## src/rtl/ppu_fetch_arbiter.sv

```systemverilog
// ppu_fetch_arbiter
//   Shares the single PPU VRAM/OAM read port between the background fetcher
//   and the sprite fetcher. Ownership is granted for a whole fetch sequence
//   (lock), with the sprite fetcher winning over the background fetcher.
//   Only one read is outstanding at a time on the fixed-latency port, and each
//   response is routed back to the requester that issued it.
//
// Ports
//   clk_in, rst_in                    clock, synchronous active-high reset
//   bg_lock_in/bg_req_in/bg_addr_in   background sequence lock, request, address
//   bg_ack_out/bg_rvalid_out          background issue pulse, response pulse
//   bg_rdata_out                      background read data (0xFF when invalid)
//   bg_yield_out                      sprite is waiting; background should drop lock
//   spr_lock_in/spr_req_in/spr_addr_in sprite sequence lock, request, address
//   spr_ack_out/spr_rvalid_out        sprite issue pulse, response pulse
//   spr_rdata_out                     sprite read data (0xFF when invalid)
//   mem_free_out                      port not owned by background
//   mem_addr_out/mem_req_out          memory read address and one-cycle strobe
//   mem_data_in/mem_data_valid_in     memory read data and its valid flag
module ppu_fetch_arbiter #(
  parameter int ADDR_W     = 16,
  parameter int RD_LATENCY = 2
) (
  input  logic              clk_in,
  input  logic              rst_in,
  input  logic              bg_lock_in,
  input  logic              bg_req_in,
  input  logic [ADDR_W-1:0] bg_addr_in,
  output logic              bg_ack_out,
  output logic [7:0]        bg_rdata_out,
  output logic              bg_rvalid_out,
  output logic              bg_yield_out,
  input  logic              spr_lock_in,
  input  logic              spr_req_in,
  input  logic [ADDR_W-1:0] spr_addr_in,
  output logic              spr_ack_out,
  output logic [7:0]        spr_rdata_out,
  output logic              spr_rvalid_out,
  output logic              mem_free_out,
  output logic [ADDR_W-1:0] mem_addr_out,
  output logic              mem_req_out,
  input  logic [7:0]        mem_data_in,
  input  logic              mem_data_valid_in
);

  typedef enum logic [1:0] {
    OWN_IDLE = 2'd0,
    OWN_BG   = 2'd1,
    OWN_SPR  = 2'd2
  } owner_e;

  owner_e              owner_q, owner_d;
  logic                inflight_q, inflight_d;
  logic                tagSpr_q, tagSpr_d;
  logic [RD_LATENCY-1:0] pipeValid_q;

  logic                issueBg, issueSpr, issue, respDone;
  logic [7:0]          respData;

  logic                bgAck_q, sprAck_q, bgRvalid_q, sprRvalid_q;
  logic [7:0]          bgRdata_q, sprRdata_q;
  logic                bgYield_q, memFree_q, memReq_q;
  logic [ADDR_W-1:0]   memAddr_q;

  // Issue decision, response detection and owner next-state.
  // An owner that is issuing in the same cycle it drops its lock is kept one
  // more cycle so the outstanding read always belongs to the current owner.
  always_comb begin
    issueBg   = (owner_q == OWN_BG)  && bg_req_in  && !inflight_q;
    issueSpr  = (owner_q == OWN_SPR) && spr_req_in && !inflight_q;
    issue     = issueBg || issueSpr;
    // The last pipeline stage marks the cycle in which memory data is sampled.
    respDone  = pipeValid_q[RD_LATENCY-1];
    respData  = mem_data_valid_in ? mem_data_in : 8'hFF;

    owner_d    = owner_q;
    inflight_d = inflight_q;
    tagSpr_d   = tagSpr_q;

    if (issue) begin
      inflight_d = 1'b1;
      tagSpr_d   = issueSpr;
    end else if (respDone) begin
      inflight_d = 1'b0;
    end

    case (owner_q)
      OWN_IDLE: begin
        if (spr_lock_in)     owner_d = OWN_SPR;
        else if (bg_lock_in) owner_d = OWN_BG;
      end
      OWN_BG: begin
        if (!bg_lock_in && !inflight_q && !issueBg) owner_d = OWN_IDLE;
      end
      OWN_SPR: begin
        if (!spr_lock_in && !inflight_q && !issueSpr) owner_d = OWN_IDLE;
      end
      default: owner_d = OWN_IDLE;
    endcase
  end

  // State, read-latency pipeline and registered outputs.
  // The pipeline is fed by the memory strobe so its last stage lines up with
  // the cycle RD_LATENCY after mem_req_out was high.
  always_ff @(posedge clk_in) begin
    if (rst_in) begin
      owner_q     <= OWN_IDLE;
      inflight_q  <= 1'b0;
      tagSpr_q    <= 1'b0;
      pipeValid_q <= '0;
      bgAck_q     <= 1'b0;
      sprAck_q    <= 1'b0;
      bgRvalid_q  <= 1'b0;
      sprRvalid_q <= 1'b0;
      bgRdata_q   <= 8'h00;
      sprRdata_q  <= 8'h00;
      bgYield_q   <= 1'b0;
      memFree_q   <= 1'b1;
      memReq_q    <= 1'b0;
      memAddr_q   <= '0;
    end else begin
      owner_q    <= owner_d;
      inflight_q <= inflight_d;
      tagSpr_q   <= tagSpr_d;

      pipeValid_q[0] <= memReq_q;
      for (int i = 1; i < RD_LATENCY; i++) begin
        pipeValid_q[i] <= pipeValid_q[i-1];
      end

      memReq_q <= issue;
      bgAck_q  <= issueBg;
      sprAck_q <= issueSpr;
      if (issueSpr)     memAddr_q <= spr_addr_in;
      else if (issueBg) memAddr_q <= bg_addr_in;

      bgRvalid_q  <= respDone && !tagSpr_q;
      sprRvalid_q <= respDone && tagSpr_q;
      if (respDone && !tagSpr_q) bgRdata_q  <= respData;
      if (respDone && tagSpr_q)  sprRdata_q <= respData;

      memFree_q <= (owner_d != OWN_BG);
      bgYield_q <= spr_lock_in && (owner_d == OWN_BG);
    end
  end

  assign bg_ack_out     = bgAck_q;
  assign bg_rdata_out   = bgRdata_q;
  assign bg_rvalid_out  = bgRvalid_q;
  assign bg_yield_out   = bgYield_q;
  assign spr_ack_out    = sprAck_q;
  assign spr_rdata_out  = sprRdata_q;
  assign spr_rvalid_out = sprRvalid_q;
  assign mem_free_out   = memFree_q;
  assign mem_addr_out   = memAddr_q;
  assign mem_req_out    = memReq_q;

endmodule

```

## config.mk

```make
export PLATFORM = sky130hd
export DESIGN_NAME = ppu_fetch_arbiter
export DESIGN_NICKNAME = d
export VERILOG_FILES = /design/src/rtl/ppu_fetch_arbiter.sv
export SDC_FILE = /design/constraint.sdc
export NUM_CORES = 1
export LEC_CHECK = 0
export ABC_AREA = 1
export BUFFER_PORTS_ARGS = -buffer_cell sky130_fd_sc_hd__buf_4
export CORE_MARGIN = 2
export CORE_UTILIZATION = 47
export DETAILED_ROUTE_END_ITERATION = 10
export PLACE_DENSITY_LB_ADDON = 0.15
export SLEW_MARGIN = 0
export SYNTH_ARGS = -nofsm -noshare
export SYNTH_HDL_FRONTEND = slang
export SYNTH_SLANG_ARGS = --single-unit
export TNS_END_PERCENT = 100
```

## constraint.sdc

```tcl
create_clock -name clk_in -period 1.6 [get_ports clk_in]
set_input_delay 0.16 -clock clk_in [delete_from_list [all_inputs] [get_ports clk_in]]
set_output_delay 0.16 -clock clk_in [all_outputs]
set_load 0.02 [all_outputs]
```

==> metrics.md <==
| Metric | Value |
|---|---|
| Post_cts resized | 0 |
| Relative slew slack | 68.33% |
| Largest stage delay, worst path | about 0.47 ns |
| Avg Cell Area, Syn | 7.554 um^2 |
| Die Y | between 60 and 70 um |
| Yosys warnings | 0 |
| Clock Tree Buf Depth | 2 |
| Overflow after GRT | 0 |
| Main combinational cell family by area after synthesis | simple AND/OR/NAND/NOR gates |
| Initial drt markers | 95 |
| Post-Place Worst Slack | ~0.18 ns |
| Antenna Nets Post-Route | 0 |
| CTS root buffer | clkbuf_8 |
| Final net count | between 300 and 400 |
| # setup viols final | 0 |
| Syn Nets | ~320 |
| H-tree lvl count | 2 |
| Post-Layout Inst Area | 2773 um^2 |
| Max-cap violations | 0 |
| Via-to-Cell Ratio | approximately 5 |
| CP endpoint kind | flop |
| GPL Wtd Cong | ~0.80 |
| Post-placement cell count | slightly below 400 |
| Maximum VDD drop | between 600 and 700 uV |
| Diode count | 0 |
| Vias post-DR | about 2000 |
| Critical path cell sequence | nand4_4, and2_1, a21oi_1 |
| Clock tree sinks | 45 |
| Multi-input combinational cell area | ~900 um^2 |
| Seq cells post-synth | 45 |
| Hold buffers post-CTS | 0 |
| Tot Pwr | approximately 2.5 mW |
| Hold Slack | 0.1178 ns |
| Finished Layout Cells | 402 |
| Register area share after synthesis | approximately 44% |
| DR pass1 iterations | 4 |
| Status | finished, final reports clean |
| CP delay by family, top | simple AND/OR/NAND/NOR gates |
| Row count | 23 |
| Final slew viol count | 0 |
| Pleak | 1.351 nW |
| Sequential Power Share | between 40% and 50% |
| Sw frac | between 20% and 30% |
| Final core occ | 67.85% |
| PwrDens | approximately 900 nW/um^2 |
| Psw | approximately 0.64 mW |
| Share of layout cells above drive strength 1 | a little over a third |
| Post-CTS setup buffers | 0 |
| Fin crit period | approximately 1.4 ns |
| F_max | approximately 700 MHz |
| CTS tree | done |
| Combinational power share | roughly 17% |
| Fin. Hold Viols | 0 |
| Detailed Route WL | 4.969 mm |
| Dpl hpwl | 3.612 mm |
| PortBufs | between 80 and 90 |
| Synth Area in XOR/XNOR | 0% |
| I/O pins | 86 |
| GR Layer Usage met2 | between 30% and 40% |
| Drt drc | 0 |
| Crit Path Max Fanout | 35 |
| Initial antenna violation count | 0 |
| Clock share of power | 35.3% |
| Synthesized-area fraction occupied by and/or/nand/nor cells | between 30% and 40% |
| Slowest CP cell | dfxtp_1 |
| Starting density of the core | roughly 50% |
| Synth-to-layout area growth | 36.45% |
| PnR worst setup slack | 0.1784 ns |
| GRT Max-Usage Layer | met2 |
| Synth Area in Compound Gates | 11.64% |
| Hold Path Class | primary input to flop |
| Cell Area, Placed | between 2000 and 3000 um^2 |
| RSZ-0062 raised after global routing | no |
| Vias in the first global route | around 1900 |
| Mapped Area | between 2000 and 2500 um^2 |
| Clock slew at reported path FFs | roughly 0.08 ns |
| Slew @ Worst Pin | 0.4741 ns |
| Crit path required time | ~1.8 ns |
| First-pass GRT wire length | between 8 and 9 mm |
| Post-synthesis cell count | between 200 and 300 |
| Mux cell area share after synthesis | 0% |
| Met3 usage in global routing | 5.233% |
| WL/cell | 12.36 um |
| Final Skew | between 0.007 and 0.008 ns |
| Die X | about 70 um |
| Final period util | 88.85% |
| Synth unique cells | 24 |
| Pin count of the biggest net entering global routing | 36 |
| Sum Neg Setup Slack | 0 ns |
| Worst skew pair latency | slightly below 0.3 ns |
| TritonCTS Buffers | 5 |
| Fillers | 368 |
| Worst Setup Start Kind | flop |
| Post-Synth Adder-Cell Area | 0% |
| CORE AREA | ~4000 um^2 |
| Register area | around 900 um^2 |
| Worst Setup Path Type | flop to flop |
| Int Power | about 1.9 mW |
| Area of the die | 4865 um^2 |
| Arr. time, crit path | approximately 1.7 ns |
| Worst path buffer plus inverter count | 0 |
| Met1 usage | 26.69% |
| Total track usage | about a fifth |
-- state kept, by name, indices dropped and copies added, names as in the netlist --
name / cells
bg_yield_out: 1
pipeValid_q: 2
tagSpr_q: 1
bg_ack_out: 1
owner_q: 2
inflight_q: 1
mem_free_out: 1
spr_rdata_out: 8
mem_req_out: 1
spr_ack_out: 1
bg_rvalid_out: 1
bg_rdata_out: 8
spr_rvalid_out: 1
mem_addr_out: 16
-- final timing paths --
| check | from | to | slack, ns | depth (start not counted) |
|---|---|---|---|---|
| max | owner_q[1] | inflight_q | 0.18 | 3 |
| min | spr_lock_in | bg_yield_out | 0.12 | 3 |
| max reg2reg | owner_q[1] | inflight_q | 0.18 | 3 |
| min reg2reg | pipeValid_q[0] | pipeValid_q[1] | 0.41 | 2 |
-- cells in the mapped netlist --
library cell,n,area share (%)
dfxtp_1,45,44
nor2_1,41,7.6
nand2_1,38,7.0
nand3_1,32,7.9
inv_1,26,4.8
o21ai_0,19,4.7
nand4_1,16,4.9
a21oi_2,11,4.7
a21oi_1,9,2.2
or2_2,8,2.5
buf_6,6,3.3
buf_2,3,0.74
clkbuf_1,2,0.37
inv_2,2,0.37
nor2_4,2,1.1
and2_1,1,0.31
buf_1,1,0.18
buf_4,1,0.37
clkbuf_2,1,0.25
clkinv_1,1,0.18
clkinv_2,1,0.25
nand2_4,1,0.55
nand4_4,1,1.0
nor2_2,1,0.31
-- routing by layer --
| layer | part of all wire [%] | wire length (um) |
|---|---|---|
| met5 | 0 | 0 |
| met3 | 8.3 | 412 |
| met1 | 42 | 2108 |
| met4 | 1.2 | 61 |
| met2 | 48 | 2386 |
-- power groups by stage --
| stage | combinational, mW | sequential [mW] | clock [mW] |
|---|---|---|---|
| 3_5_place_dp | 0.419 | 1.23 | 0 |
| 6_report | 0.420 | 1.20 | 0.884 |
| 3_3_place_gp | 0.415 | 1.22 | 0 |
| 5_1_grt | 0.457 | 1.21 | 0.956 |
| 4_1_cts | 0.421 | 1.20 | 0.895 |
| 2_1_floorplan | 0.207 | 1.27 | 0 |
-- cells in the final DEF, fill, tap and decap left out, drive strengths merged --
cell    netlist  routed
buf          11      89
dfxtp        45      45
nor2         44      44
nand2        39      39
nand3        32      32
inv          28      28
a21oi        20      20
o21ai        19      19
nand4        17      17
or2           8       8
clkbuf        3       7
clkinv        2       2
and2          1       1
bufinv        0       1
-- logic make-up after synthesis --
family,count (synthesis)
AOI/OAI and AO/OA,39
and+or+nand+nor,141
DFF,45
buffers and inverters,44
-- worst min-delay path, delay by kind of cell --
| kind | cells | cell delay, ns |
|---|---|---|
| simple gates | 1 | 0.09 |
| buf+inv | 2 | 0.12 |
-- layout make-up --
class / count / area share, %
clock buffers: 7 / 3.114
clock inverters: 1 / 1.083
inverters: 30 / 4.106
multi-input cells: 180 / 32.85
flip-flops and latches: 45 / 32.49
well taps: 50 / 2.256
repair buffers: 89 / 24.10
Note: power is estimated with default switching activity, not from simulation.
